$ cat src/rtl/vga_game_pkg.sv
// Shared definitions for the VGA game timing/control slice: display timing
// range, default scheduler settings and the game run-state encoding.
package vga_game_pkg;

  localparam int VBLANK_LINE_DEF     = 516;
  localparam int TICK_DIV_DEF        = 1;
  localparam int DEBOUNCE_FRAMES_DEF = 2;

  // Counter values at or beyond these totals never come from a sane
  // display controller and are treated as noise.
  localparam int H_TOTAL = 800;
  localparam int V_TOTAL = 525;

  typedef enum logic [1:0] {
    ST_RUN    = 2'd0,
    ST_PAUSED = 2'd1,
    ST_STEP   = 2'd2
  } game_state_t;

  // True only for the first pixel of the vertical blanking line, and only
  // when both counters lie inside the display timing range.
  function automatic logic is_vblank_start(input logic [9:0] h,
                                           input logic [9:0] v,
                                           input int         vline);
    logic in_range;
    in_range = (int'(h) < H_TOTAL) && (int'(v) < V_TOTAL);
    return in_range && (h == 10'd0) && (v == vline[9:0]);
  endfunction

endpackage

$ cat src/rtl/btn_debounce.sv
// One push-button: two-flop synchronizer followed by a debounce counter that
// only looks at the button once per frame.
module btn_debounce
  import vga_game_pkg::*;
#(
  parameter int DEBOUNCE_FRAMES = DEBOUNCE_FRAMES_DEF
) (
  input  logic clk,
  input  logic rst,
  input  logic btn_raw,
  input  logic sample_en,
  output logic level
);

  localparam logic [2:0] CNT_TC = 3'(DEBOUNCE_FRAMES);

  logic       sync_q1;
  logic       sync_q2;
  logic [2:0] cnt;

  // Bring the asynchronous button into the clk domain.
  always_ff @(posedge clk or posedge rst) begin
    if (rst) begin
      sync_q1 <= 1'b0;
      sync_q2 <= 1'b0;
    end else begin
      sync_q1 <= btn_raw;
      sync_q2 <= sync_q1;
    end
  end

  // Count consecutive frame samples that disagree with the stable level;
  // accept the new level once enough of them have been seen in a row.
  always_ff @(posedge clk or posedge rst) begin
    if (rst) begin
      cnt   <= '0;
      level <= 1'b0;
    end else if (sample_en) begin
      if (sync_q2 == level) begin
        cnt <= '0;
      end else if (cnt + 3'd1 == CNT_TC) begin
        level <= sync_q2;
        cnt   <= '0;
      end else begin
        cnt <= cnt + 3'd1;
      end
    end
  end

endmodule

$ cat src/rtl/game_tick_scheduler.sv
// Frame-rate scheduler for the game: one tick per frame at the start of
// vertical blanking, debounced buttons, a frame divider producing move
// opportunities and a RUN/PAUSED/STEP control FSM.
//
//   state  | meaning
//   RUN    | game advances on every move opportunity
//   PAUSED | game frozen, directions masked
//   STEP   | waiting for the next opportunity to advance exactly once
module game_tick_scheduler
  import vga_game_pkg::*;
#(
  parameter int VBLANK_LINE     = VBLANK_LINE_DEF,
  parameter int TICK_DIV        = TICK_DIV_DEF,
  parameter int DEBOUNCE_FRAMES = DEBOUNCE_FRAMES_DEF
) (
  input  logic       clk,
  input  logic       rst,
  input  logic [9:0] hCount,
  input  logic [9:0] vCount,
  input  logic       btn_up,
  input  logic       btn_down,
  input  logic       btn_left,
  input  logic       btn_right,
  input  logic       btn_center,
  output logic       frame_tick,
  output logic       move_en,
  output logic       up,
  output logic       down,
  output logic       left,
  output logic       right,
  output logic       paused,
  output logic [7:0] frame_count
);

  localparam logic [3:0] DIV_LAST = 4'(TICK_DIV - 1);

  // Bit order: 0 up, 1 down, 2 left, 3 right, 4 center.
  logic [4:0]  btn_raw;
  logic [4:0]  btn_lvl;
  logic        center_lvl_q;
  logic        right_lvl_q;
  logic        center_press;
  logic        right_press;
  logic [3:0]  div_cnt;
  logic        move_opp;
  game_state_t state;
  game_state_t state_nxt;

  assign btn_raw = {btn_center, btn_right, btn_left, btn_down, btn_up};

  for (genvar i = 0; i < 5; i++) begin : g_btn
    btn_debounce #(.DEBOUNCE_FRAMES(DEBOUNCE_FRAMES)) u_btn_debounce (
      .clk       (clk),
      .rst       (rst),
      .btn_raw   (btn_raw[i]),
      .sample_en (frame_tick),
      .level     (btn_lvl[i])
    );
  end

  // One-cycle tick on the cycle after the blanking start pixel is seen.
  always_ff @(posedge clk or posedge rst) begin
    if (rst) frame_tick <= 1'b0;
    else     frame_tick <= is_vblank_start(hCount, vCount, VBLANK_LINE);
  end

  // Free-running frame counter, independent of the game state.
  always_ff @(posedge clk or posedge rst) begin
    if (rst)             frame_count <= '0;
    else if (frame_tick) frame_count <= frame_count + 8'd1;
  end

  // Frame divider; the last frame of each group is a move opportunity.
  always_ff @(posedge clk or posedge rst) begin
    if (rst)             div_cnt <= '0;
    else if (frame_tick) div_cnt <= (div_cnt == DIV_LAST) ? 4'd0 : div_cnt + 4'd1;
  end

  assign move_opp = frame_tick && (div_cnt == DIV_LAST);

  // Previous stable levels for rising-edge detection of the control buttons.
  always_ff @(posedge clk or posedge rst) begin
    if (rst) begin
      center_lvl_q <= 1'b0;
      right_lvl_q  <= 1'b0;
    end else begin
      center_lvl_q <= btn_lvl[4];
      right_lvl_q  <= btn_lvl[3];
    end
  end

  assign center_press = btn_lvl[4] & ~center_lvl_q;
  assign right_press  = btn_lvl[3] & ~right_lvl_q;

  // Move enable follows an opportunity only if the game was not frozen.
  always_ff @(posedge clk or posedge rst) begin
    if (rst) move_en <= 1'b0;
    else     move_en <= move_opp && (state != ST_PAUSED);
  end

  // Control state register.
  always_ff @(posedge clk or posedge rst) begin
    if (rst) state <= ST_RUN;
    else     state <= state_nxt;
  end

  // Next-state logic; presses and opportunities never share a cycle, but
  // the opportunity is still given priority in STEP for clarity.
  always_comb begin
    state_nxt = state;
    unique case (state)
      ST_RUN: begin
        if (center_press) state_nxt = ST_PAUSED;
      end
      ST_PAUSED: begin
        if (center_press)     state_nxt = ST_RUN;
        else if (right_press) state_nxt = ST_STEP;
      end
      ST_STEP: begin
        if (move_opp)          state_nxt = ST_PAUSED;
        else if (center_press) state_nxt = ST_RUN;
      end
      default: state_nxt = ST_RUN;
    endcase
  end

  assign paused = (state == ST_PAUSED) || (state == ST_STEP);
  assign up     = btn_lvl[0] & ~paused;
  assign down   = btn_lvl[1] & ~paused;
  assign left   = btn_lvl[2] & ~paused;
  assign right  = btn_lvl[3] & ~paused;

endmodule
$ cat config.mk
export PLATFORM = sky130hd
export DESIGN_NAME = game_tick_scheduler
export DESIGN_NICKNAME = d
export VERILOG_FILES = /design/src/rtl/vga_game_pkg.sv /design/src/rtl/btn_debounce.sv /design/src/rtl/game_tick_scheduler.sv
export SDC_FILE = /design/constraint.sdc
export NUM_CORES = 1
export LEC_CHECK = 0
export ABC_AREA = 1
export CAP_MARGIN = 20
export CORE_MARGIN = 10
export CORE_UTILIZATION = 45
export CTS_CLUSTER_DIAMETER = 120
export DETAILED_ROUTE_END_ITERATION = 6
export HOLD_SLACK_MARGIN = 0.02
export PLACE_DENSITY = 0.77
export SLEW_MARGIN = 20
export SYNTH_ARGS = -nofsm -noshare
export SYNTH_HDL_FRONTEND = slang
export SYNTH_SLANG_ARGS = --single-unit
$ cat constraint.sdc
create_clock -name clk -period 2.8 [get_ports clk]
set_input_delay 0.28 -clock clk [delete_from_list [all_inputs] [get_ports clk]]
set_output_delay 0.28 -clock clk [all_outputs]
set_load 0.02 [all_outputs]
Yosys cells after proc, flatten, opt, wreduce, memory -nomap -nowiden. Cells that the tools add are included.

Shifts and indexed selects: 0. Reduce and logical (&&, ||, !) cells: 15. Add/subtract/negate cells: 7. Multiply operators: 0. Muxes and demuxes: 17. Div/mod/pow operators: 0. $lt $le $gt $ge: 2. Bitwise gates (word level): 14. Equal/unequal tests: 17.

Operators with widths (number): $mux W3 (10); $lt A10 B10 Y1 const B (2); $reduce_and A3 Y1 (6); $add A3 B1 Y3 const B (5); $eq A3 B2 Y1 const B (5); $eq A10 B10 Y1 const B (1); $logic_not A10 Y1 (1); $mux W2 (5); $add A8 B1 Y8 const B (1); $not A1 Y1 (8); $and A1 B1 Y1 (6); $ne A3 B3 Y1 const B (2); $pmux W2 S3 (1); $eq A1 B1 Y1 (5); $logic_and A1 B1 Y1 (5); $add A4 B1 Y4 const B (1); $logic_not A4 Y1 (1); $mux W4 (1); $eq A2 B1 Y1 const B (1); $eq A2 B2 Y1 const B (1); $logic_not A2 Y1 (1); $ne A2 B1 Y1 const B (1); $ne A2 B2 Y1 const B (1); $logic_or A1 B1 Y1 (1).

Input port bits: 27. Flip-flop bits (word level): 48. Memories kept: 0. Memory bits (writable): 0. Memory bits (read-only): 0. Latch bits: 0.

Longest topological paths before layout.
Word-level depth: 5. Gate-level depth with buffers: 10. Depth with buffers taken out: 10.

Hierarchy. Synthesis repeated with hierarchy kept, for this count alone.

Cell total of the unflattened synthesis: 289. Area total of the unflattened synthesis: 2467.4 um^2.

Modules (own cells, without submodules): btn_debounce (area an instance 290.3 um^2, instances 5, sequential area each 150.1 um^2, cells each 35); game_tick_scheduler (area an instance 1016.0 um^2, instances 1, sequential area each 450.4 um^2, cells each 114).

Worst setup path after synthesis. No wires, ideal clock.

Path kind: register to output. Start point: reg state[0]. End point: out down. Setup slack: 1.338 ns. Required time: 2.520 ns. Arrival time: 1.182 ns. Stages on the path, launching flop included: 4. Path through: dfrtp_1 > inv_1 > ha_1 > nor2_1.

Word-level cells in the longest chain between the ends: 4. Elaborated cells on any way between the ends: 5.

Ends and longest elaborated chain: start, declared (RTL line game_tick_scheduler.sv:46) `game_state_t state;`; start signal, assigned (RTL line game_tick_scheduler.sv:104) `else state <= state_nxt;`; $eq A2 B1 Y1 or $eq A2 B2 Y1 (tied branches) (RTL line game_tick_scheduler.sv:127) `assign paused = (state == ST_PAUSED) || (state == ST_STEP);`; $logic_or A1 B1 Y1 (*) (RTL line game_tick_scheduler.sv:127); via paused (RTL line game_tick_scheduler.sv:31) `output logic paused,`; $not A1 Y1 (*) (RTL line game_tick_scheduler.sv:129) `assign down = btn_lvl[1] & ~paused;`; $and A1 B1 Y1 (*) (RTL line game_tick_scheduler.sv:129); end, declared (RTL line game_tick_scheduler.sv:28) `output logic down,`.

The timed path passes the listed nets; every way through them passes the cells marked *.

Final worst setup path.
Start point: reg state[0]. End point: out up.

Word-level cells in the longest chain between the ends: 4. Elaborated cells on any way between the ends: 5.

Ends and longest elaborated chain: $eq A2 B1 Y1 or $eq A2 B2 Y1 (tied branches) (RTL line game_tick_scheduler.sv:127); $logic_or A1 B1 Y1 (*) (RTL line game_tick_scheduler.sv:127); $not A1 Y1 (*) (RTL line game_tick_scheduler.sv:128) `assign up = btn_lvl[0] & ~paused;`; $and A1 B1 Y1 (*) (RTL line game_tick_scheduler.sv:128); end, declared (RTL line game_tick_scheduler.sv:27) `output logic up,`.

Mark *: on every way between the ends. The rest lies on a longest branch, timed or not.

==> results.cfg <==
[synthesis]
syn-num-nets = 280
ys_types = 28
synth-seq-area-share_pct = 52.7
synth.area.top_cells = dfrtp_1, ha_1, nand2_1
synth_edf_count = 0
yosysWarningCount = 0
ys_ff_latch = 48
avgSynthCellArea_um2 = 9.65
synth.largest_area_cell = dfrtp_1
synth_top_area_share_pct = 52.7
async_reset_ff_share_pct = 100
synth_ff_type = dfrtp_1
synthCells = 236
syn_area_um2 = 2280

[pwr]
finalPower_w = 0.00125
p_clk_share_pct = 39.2
p_seq_share_pct = 56.2
powerDensity_nw_per_um2 = 435
irDropWorstVdd_uv = 312
intPower_w = 0.00100
p_comb_share_pct = 4.6
p_switching_w = 0.000250
switching_share_pct = 20.0
p_leak_nw = 1.42

[critical_path]
cp_max_fo = 5
crit_path_start_kind = register
cpMaxStageDelayCell = clkdlybuf4s50_1
required_ns = 2.52
cp-end-kind = primary output
r2r_start = frame_tick
cp_num_buf_inv = 2
cp.arrival_ns = 1.98
path_cells = inv_1, ha_1, nor2_1, clkdlybuf4s50_1
rr_endpoint = frame_count[7]
critical_path_class = reg -> out
crit_family = buffers and inverters
cpPeakStageDelay_ns = 0.62
rrSetupSlack_ns = 1.32
r2r_cells = 5

[timing]
slew_headroom_pct = 59.2
fmax_mhz = 442
whs_ns = 0.353
setup_violations = 0
rsz0062_at_grt = false
timing_hold_violations_final = 0
tns_ns = 0
timing.final.crit_share_pct = 80.9
finalClockSkew_ns = 0.00580
slew_viol_final = 0
post-route-min-period_ns = 2.26
fin_ws_ns = 0.535
tightest_slew_ns = 0.611

[finish]
drive_gt1_share_pct = 7.72
nNetsFinal = 328
area_growth_pct = 26.4
finalNonFillerCells = 352
diodes = 0
fillerInstances = 436

[cts]
cts_buffer_depth = 2
clk_pin_slew_ns = 0.08
clk_latency_ns = 0.30
cts_hold_buf = 0
cts_sinks = 48
cts-root-buf = clkbuf_8
numCtsBuffers = 5
htreeDepth = 2
cts_tree = done
post_cts_resize_count = 0
post_cts_buffers = 0

[placed_design]
pre_cts_slack_ns = 0.881
io_buffers = 41
routabilityCongestion = 0.758
hpwl_um = 3330
placed_cells = 344

[grt]
grt_pass1_vias = 1751
grt_pass1_wl_um = 7380
grt_max_degree = 32
grt_usage_pct = 10.6
met2_usage_pct = 17.6
grt-ovfl-total = 0
antenna_found_initial = 0
grt.met3_usage_pct = 5.27
grt.busiest_layer = met2
grtUsageMet1_pct = 11.3

[floorplanning]
core-area_um2 = 4820
dieWidth_um = 91.1
die-area_um2 = 8310
rows = 25
die_h_um = 91.1
initial_utilization_pct = 47.3
io_pins = 42

[hold_path]
min_to = g_btn[3].u_btn_debounce.sync_q2
hold_path_depth = 0
hold_class = reg -> reg
min_from = g_btn[3].u_btn_debounce.sync_q1

[route]
vias = 1645
wirelength_um = 4230
drt-vias-per-instance = 4.67
drtIter0Drc = 35
wire_per_inst_um = 12.0
antenna_left = 0
drtPass1Iterations = 4
drc = 0

[status]
status = finished, final reports clean

[flow_run]
cap_violations = 0
-- worst max-delay path by stage --
stage	startpoint	to	slack (ns)	cells after the start
5_1_grt	state[0]	up	0.41	4
3_5_place_dp	state[0]	up	0.88	4
6_report	state[0]	up	0.54	4
4_1_cts	state[0]	up	0.51	4
2_1_floorplan	state[0]	down	1.34	3
3_3_place_gp	state[0]	up	0.92	4
-- cells in the final DEF (no fill, tap or decap), types with 2 or more instances in the layout --
master,netlist,final
nand2_1,52,52
nor2_1,15,15
xor2_1,6,6
nor2_2,2,2
inv_1,34,33
nand4_1,2,2
nand2_2,3,3
o21ai_0,15,15
clkbuf_8,0,5
o22ai_1,4,4
buf_4,1,3
a21oi_1,2,2
nor3b_1,2,2
nor4_1,2,2
o21ai_1,2,2
clkdlybuf4s50_1,0,41
nand3_1,9,9
xnor2_1,8,8
dfrtp_1,48,48
ha_1,17,17
nand2_4,2,2
nor3_1,2,2
-- cell type report --
type / instances / area [µm²] / area share, %
repair buffers: 44 / 433 / 15.0
clock inverters: 2 / 35.0 / 1.22
well taps: 67 / 83.8 / 2.91
inverters: 35 / 136 / 4.74
multi-input cells: 150 / 916 / 31.8
flip-flops and latches: 48 / 1200 / 41.7
clock buffers: 6 / 72.6 / 2.52
-- kinds of logic after synthesis --
group / Yosys count / synth area share [%]
flops: 48 / 52.7
fa+ha+maj: 17 / 9.34
xor+xnor: 14 / 5.38
buf+inv: 38 / 7.03
simple gates: 95 / 19.8
compound gates: 24 / 5.66
-- per-stage QoR --
step                      cell area, µm²  utilization, %
after CTS                           2880            59.7
after global routing                2880            59.7
final                               2880            59.7
after detailed placement            2770            57.5
after global placement              2770            57.5
after floorplan                     2280               -
-- sequential cells by signal, summed over array words and instances (netlist names) --
register and count:
move_en 1, g_btn.u_btn_debounce.level 5, g_btn.u_btn_debounce.cnt 15, g_btn.u_btn_debounce.sync_q1 5
state 2, center_lvl_q 1, frame_count 8, div_cnt 4
right_lvl_q 1, frame_tick 1, g_btn.u_btn_debounce.sync_q2 5
-- synth_stat cells (2+ instances only) --
library cell	instances
nand2_4	2
o22ai_1	4
o21ai_0	15
nand2_1	52
nand3_1	9
nor2_1	15
ha_1	17
nor3_1	2
nor2_2	2
a21oi_1	2
xor2_1	6
dfrtp_1	48
o21ai_1	2
xnor2_1	8
nand2_2	3
nor3b_1	2
inv_1	34
nor4_1	2
nand4_1	2
-- power groups by stage --
stage,clock [W],sequential (W),combinational [W]
6_report,0.000490,0.000703,0.0000574
3_5_place_dp,0,0.000718,0.0000595
4_1_cts,0.000503,0.000704,0.0000596
3_3_place_gp,0,0.000717,0.0000580
5_1_grt,0.000535,0.000705,0.0000635
2_1_floorplan,0,0.000717,0.0000158
-- metal layers --
metal	vias up	share of wire, %
met3	6	9.2
li1	828	-
met4	0	0.69
met5	-	0
met2	41	48
met1	770	42
Note: power is estimated with default switching activity, not from simulation.
